<file path="config.mk">
export PLATFORM = sky130hd
export DESIGN_NAME = uart_tx_frame_ctrl
export DESIGN_NICKNAME = d
export VERILOG_FILES = /design/src/rtl/uart_tx_pkg.sv /design/src/rtl/uart_parity_calc.sv /design/src/rtl/uart_tx_frame_ctrl.sv
export SDC_FILE = /design/constraint.sdc
export NUM_CORES = 1
export LEC_CHECK = 0
export BUFFER_PORTS_ARGS = -buffer_cell sky130_fd_sc_hd__buf_4
export CORE_UTILIZATION = 29
export CTS_CLUSTER_DIAMETER = 100
export DETAILED_ROUTE_END_ITERATION = 16
export GPL_TIMING_DRIVEN = 0
export MAX_ROUTING_LAYER = met4
export PLACE_DENSITY = 0.5
export SLEW_MARGIN = 40
export SYNTH_ARGS = -nofsm -noshare
export SYNTH_HDL_FRONTEND = slang
export SYNTH_SLANG_ARGS = --single-unit
</file>
<file path="constraint.sdc">
create_clock -name CLK -period 1.25 [get_ports CLK]
set_input_delay 0.25 -clock CLK [delete_from_list [all_inputs] [get_ports CLK]]
set_output_delay 0.25 -clock CLK [all_outputs]
set_load 0.1 [all_outputs]
</file>
<file path="src/rtl/uart_tx_pkg.sv">
// Shared definitions for the UART transmit path: frame state encoding,
// parity-type codes and serial line levels.
package uart_tx_pkg;

    typedef enum logic [2:0] {
        IDLE   = 3'b000,
        START  = 3'b001,
        DATA   = 3'b011,
        PARITY = 3'b010,
        STOP   = 3'b110
    } state_t;

    localparam logic PAR_EVEN = 1'b0;
    localparam logic PAR_ODD  = 1'b1;

    localparam logic IDLE_BIT  = 1'b1;
    localparam logic START_BIT = 1'b0;
    localparam logic STOP_BIT  = 1'b1;

endpackage

</file>
<file path="src/rtl/uart_parity_calc.sv">
// Registered parity generator: captures the parity of the payload on the
// accept strobe so it stays fixed for the whole frame.
module uart_parity_calc
    import uart_tx_pkg::*;
#(
    parameter int WIDTH_DATA = 8
) (
    input  logic                  CLK,
    input  logic                  RST,
    input  logic [WIDTH_DATA-1:0] P_DATA,
    input  logic                  DATA_VALID,
    input  logic                  PAR_TYP,
    output logic                  par_bit
);

    // Odd parity is the complement of the even (XOR-reduce) result.
    always_ff @(posedge CLK or negedge RST) begin
        if (!RST) begin
            par_bit <= 1'b0;
        end else if (DATA_VALID) begin
            par_bit <= (^P_DATA) ^ (PAR_TYP == PAR_ODD);
        end
    end

endmodule

</file>
<file path="src/rtl/uart_tx_frame_ctrl.sv">
// UART transmit frame controller: latches a byte, sequences start, data,
// optional parity and stop bits, and gates the external serializer.
module uart_tx_frame_ctrl
    import uart_tx_pkg::*;
#(
    parameter int WIDTH_DATA = 8
) (
    input  logic                  CLK,
    input  logic                  RST,
    input  logic [WIDTH_DATA-1:0] P_DATA,
    input  logic                  DATA_VALID,
    input  logic                  PAR_EN,
    input  logic                  PAR_TYP,
    output logic [WIDTH_DATA-1:0] SER_P_DATA,
    output logic                  ser_en,
    input  logic                  ser_data,
    input  logic                  ser_done,
    output logic                  TX_OUT,
    output logic                  BUSY
);

    state_t state;
    state_t next_state;
    logic   accept;
    logic   par_en_q;
    logic   par_bit;

    // A new byte is only taken when the line is idle or finishing a stop bit.
    assign accept = DATA_VALID && ((state == IDLE) || (state == STOP));

    always_ff @(posedge CLK or negedge RST) begin
        if (!RST) begin
            state      <= IDLE;
            SER_P_DATA <= '0;
            par_en_q   <= 1'b0;
        end else begin
            state <= next_state;
            if (accept) begin
                SER_P_DATA <= P_DATA;
                par_en_q   <= PAR_EN;
            end
        end
    end

    uart_parity_calc #(
        .WIDTH_DATA(WIDTH_DATA)
    ) u_parity (
        .CLK       (CLK),
        .RST       (RST),
        .P_DATA    (P_DATA),
        .DATA_VALID(accept),
        .PAR_TYP   (PAR_TYP),
        .par_bit   (par_bit)
    );

    always_comb begin
        next_state = state;
        TX_OUT     = IDLE_BIT;
        BUSY       = 1'b0;
        ser_en     = 1'b0;
        case (state)
            IDLE: begin
                if (accept) begin
                    next_state = START;
                end
            end
            START: begin
                TX_OUT     = START_BIT;
                BUSY       = 1'b1;
                next_state = DATA;
            end
            DATA: begin
                TX_OUT = ser_data;
                BUSY   = 1'b1;
                ser_en = 1'b1;
                if (ser_done) begin
                    next_state = par_en_q ? PARITY : STOP;
                end
            end
            PARITY: begin
                TX_OUT     = par_bit;
                BUSY       = 1'b1;
                next_state = STOP;
            end
            STOP: begin
                TX_OUT     = STOP_BIT;
                BUSY       = 1'b1;
                next_state = accept ? START : IDLE;
            end
            default: begin
                next_state = IDLE;
            end
        endcase
    end

endmodule

</file>
==> results <==
- The category of the worst setup path capture point is an output pin.
- In this run the most critical hold path is launched from PAR_EN.
- The total standard cell area after synthesis is 682 µm².
- In this run the number of H-tree levels came out at 1.
- The summed area of non-filler cells in the final layout is ~1100 µm².
- The synthesized netlist contains 21 unique library cells.
- The first routing iteration left 2 violations.
- The cell row count is 17.
- CTS saw 13 sinks.
- The post-layout net count is 103.
- After global routing the overflow that remains totals 0.
- In this run the clock root is driven by a clkbuf_4.
- The via count of the routed design is 502.
- Cells with a size suffix above 1 make up 60.9% of the layout.
- For this run, the share of the core covered by cells in the final layout is a little under 50%.
- Detailed placement ended at an HPWL of 933 µm.
- The number of remaining DRC errors is 0.
- The min-delay analysis places its worst path in the category in -> reg.
- The number of port buffers is 25.
- The worst relative slew slack is 81.6%.
- Setup repair after global routing could not meet its margin everywhere.
- The CTS tree is done.
- The first global-routing pass estimated 2170 µm of wire.
- The kind of cell with the highest combined delay along the critical path is flip-flops.
- In this design, the stage delay of the slowest critical-path cell is 380 ps.
- The final number of hold-violating endpoints is 0.
- Clock-pin slew was measured on the worst setup and hold paths at around 80 ps.
- Max-cap violations in this run came to 0.
- The slowest stage of the critical path is the dfrtp_1 cell.
- The classification of the worst setup path is reg -> out.
- The number of CTS-inserted buffers is 3.
- Once detail routing completed, the nets flagged for antenna violations numbered 0.
- The die covers 2550 µm².
- The via count of the first global-routing pass is 506.
- The count of warnings emitted by yosys is 0.
- After detailed routing, the number of vias per cell comes to between 4 and 5.
- The buffer and inverter count on the worst path is 2.
- Data on the critical path is required at its endpoint by 1000 ps.
- The arrival time of data at the critical path endpoint is approximately 1300 ps.
- The clock latency on the worst-skew pair is roughly 270 ps.
- The least setup slack across all paths after layout is -309 ps.
- The number of flip-flops and latches in the synthesized netlist is 13.
- Across the routed clock network, the largest skew measured is roughly 3.4 ps.
- In the final routed layout, each cell accounts on average for between 10 and 15 µm.
- The final number of setup-violating endpoints is 13.
- The core region is 2210 µm².
- The final layout contains routed wiring with a total length of 1340 µm.
- The portion of the post-synthesis area used by sequential elements is 47.7%.
- Entering global routing, the biggest net connects 14 pins.
- The most common library cell in the layout ignoring fill and taps is buf_4.
- The number of instances in the synthesized netlist is 53.
- In this run the vertical extent of the chip is ~50 µm.
- The weighted congestion at the end of routability-driven global placement is 0.659.
- Leaving out fill and tap cells, the most frequent cells in the layout are buf_4 (25), dfrtp_1 (11), mux2_4 (8).
- The most used flip-flop cell after synthesis is dfrtp_1.
- 0 antenna diodes ended up in the layout.
- The aggregate negative setup slack is -3370 ps.
- For the worst flop-to-flop path, the logic depth is 6.
- The critical path goes through buf_6 -> nand2_1 -> a22oi_1 -> or2_4 -> buf_12.
- 26 I/O pins were placed.
- The combined global-route utilization of all metal layers is 12.1%.
- The worst-case register-to-register setup slack is -290 ps.
- The overall die width is 50.5 µm.
- The final reports fail on negative setup slack.
- For hold timing, the worst endpoint is par_en_q.
- Before antenna repair, the detailed router went through 4 iterations.
- The type of element launching the critical path is a flip-flop.
- The time the worst path needs with I/O delays and setup is 1560 ps.
- The fraction of registers with async set or reset after synthesis is 100%.
- The origin of the critical flop-to-flop path is state[1].
- The deepest clock path buffer count is 2.
- Along the worst path, the maximum fanout reaches 7.
- The number of fillers in the final layout is 220.
- The final number of max-transition violations is 0.
- The actual transition at the worst max-transition pin is 278 ps.
- The count of cells along the worst hold path is 2.
- The flow ran to the end, but the final reports show violations.
- At the placement stage, the worst setup path has a slack of -150 ps.
- When the netlist entered floorplanning its net count stood at 68.
- The number of antenna violations at the first check in global routing is 0.
- In this run the mean area of a mapped cell was approximately 13 µm².
- Based on the critical path, the design can be clocked at up to 642 MHz.
- Dividing the final minimum period by the clock period gives 125%.
- The area added between synthesis and finish is 56.5%.
- In this run the critical register-to-register path is captured at SER_P_DATA[0].
- Counting flops with a built-in enable in the synthesized netlist gives 0.
- The placed instance area is between 900 and 1000 µm².
- For this configuration, the core starts out at a cell density of between 30% and 40%.
## registers in the layout, indices dropped and copies added, names as in the netlist
| register | flops |
|---|---|
| SER_P_DATA | 8 |
| par_en_q | 1 |
| state | 3 |
| u_parity.par_bit | 1 |
## worst max-delay path by stage
stage	from	end	cells after the start
global placement	state[0]	TX_OUT	5
floorplan	state[0]	BUSY	2
global route	state[1]	TX_OUT	5
detailed placement	state[0]	TX_OUT	5
finish	state[1]	TX_OUT	5
CTS	state[0]	TX_OUT	5
## stage by stage
step	hold slack (ps)	std cells
final	206	115
after global routing	187	115
after CTS	201	112
after detailed placement	106	106
after global placement	107	106
after floorplan	-45.6	53
## cells in the mapped netlist (all sizes together) (2+ instances only)
library cell  number  area share (%)
xnor2              5             7.5
xor2               2             2.6
mux2               9              19
dfrtp             13              48
buf                3             4.0
a21oi              2             1.5
o21ai              3             2.2
nor2               5             2.8
and3b              2             2.6
nand2              2             1.1
## routing by layer
layer	wire, µm	up-vias	track usage, %	share of wire, %
li1	-	246	-	-
met3	78	2	4.55	5.8
met2	658	13	18.7	49
met5	0	-	-	0
met4	13	0	4.17	0.97
met1	588	241	14.5	44
## cells by family (layout without fill, tap and decap cells)
kind of cell	count (synthesis)	in the layout	share of synthesized area, %
multiplexers	9	9	19.3
XOR/XNOR	8	8	13.4
buffers and inverters	5	39	5.14
flip-flops	13	13	47.7
AO/OA/AOI/OAI	6	6	4.77
AND/OR/NAND/NOR	12	12	9.73
## layout make-up
class	instances	area [µm²]	share of cell area [%]
well taps	28	35.0	3.28
inverters	1	3.75	0.352
clock buffers	4	26.3	2.46
flip-flops and latches	13	328	30.7
multi-input cells	35	352	32.9
repair buffers	31	289	27.1
plain buffers	3	33.8	3.17
## what timing repair did
action,4_1_cts,5_1_grt
endpoints found under the setup margin,11,13
hold endpoints to repair,13,0
hold buffers,1,0
setup buffers,1,3
cloned,0,1
gates resized for setup,12,4
pin swaps,2,3
Power is not shown: default switching activity piles up to over one toggle a cycle in this logic, so the estimate is an artifact.
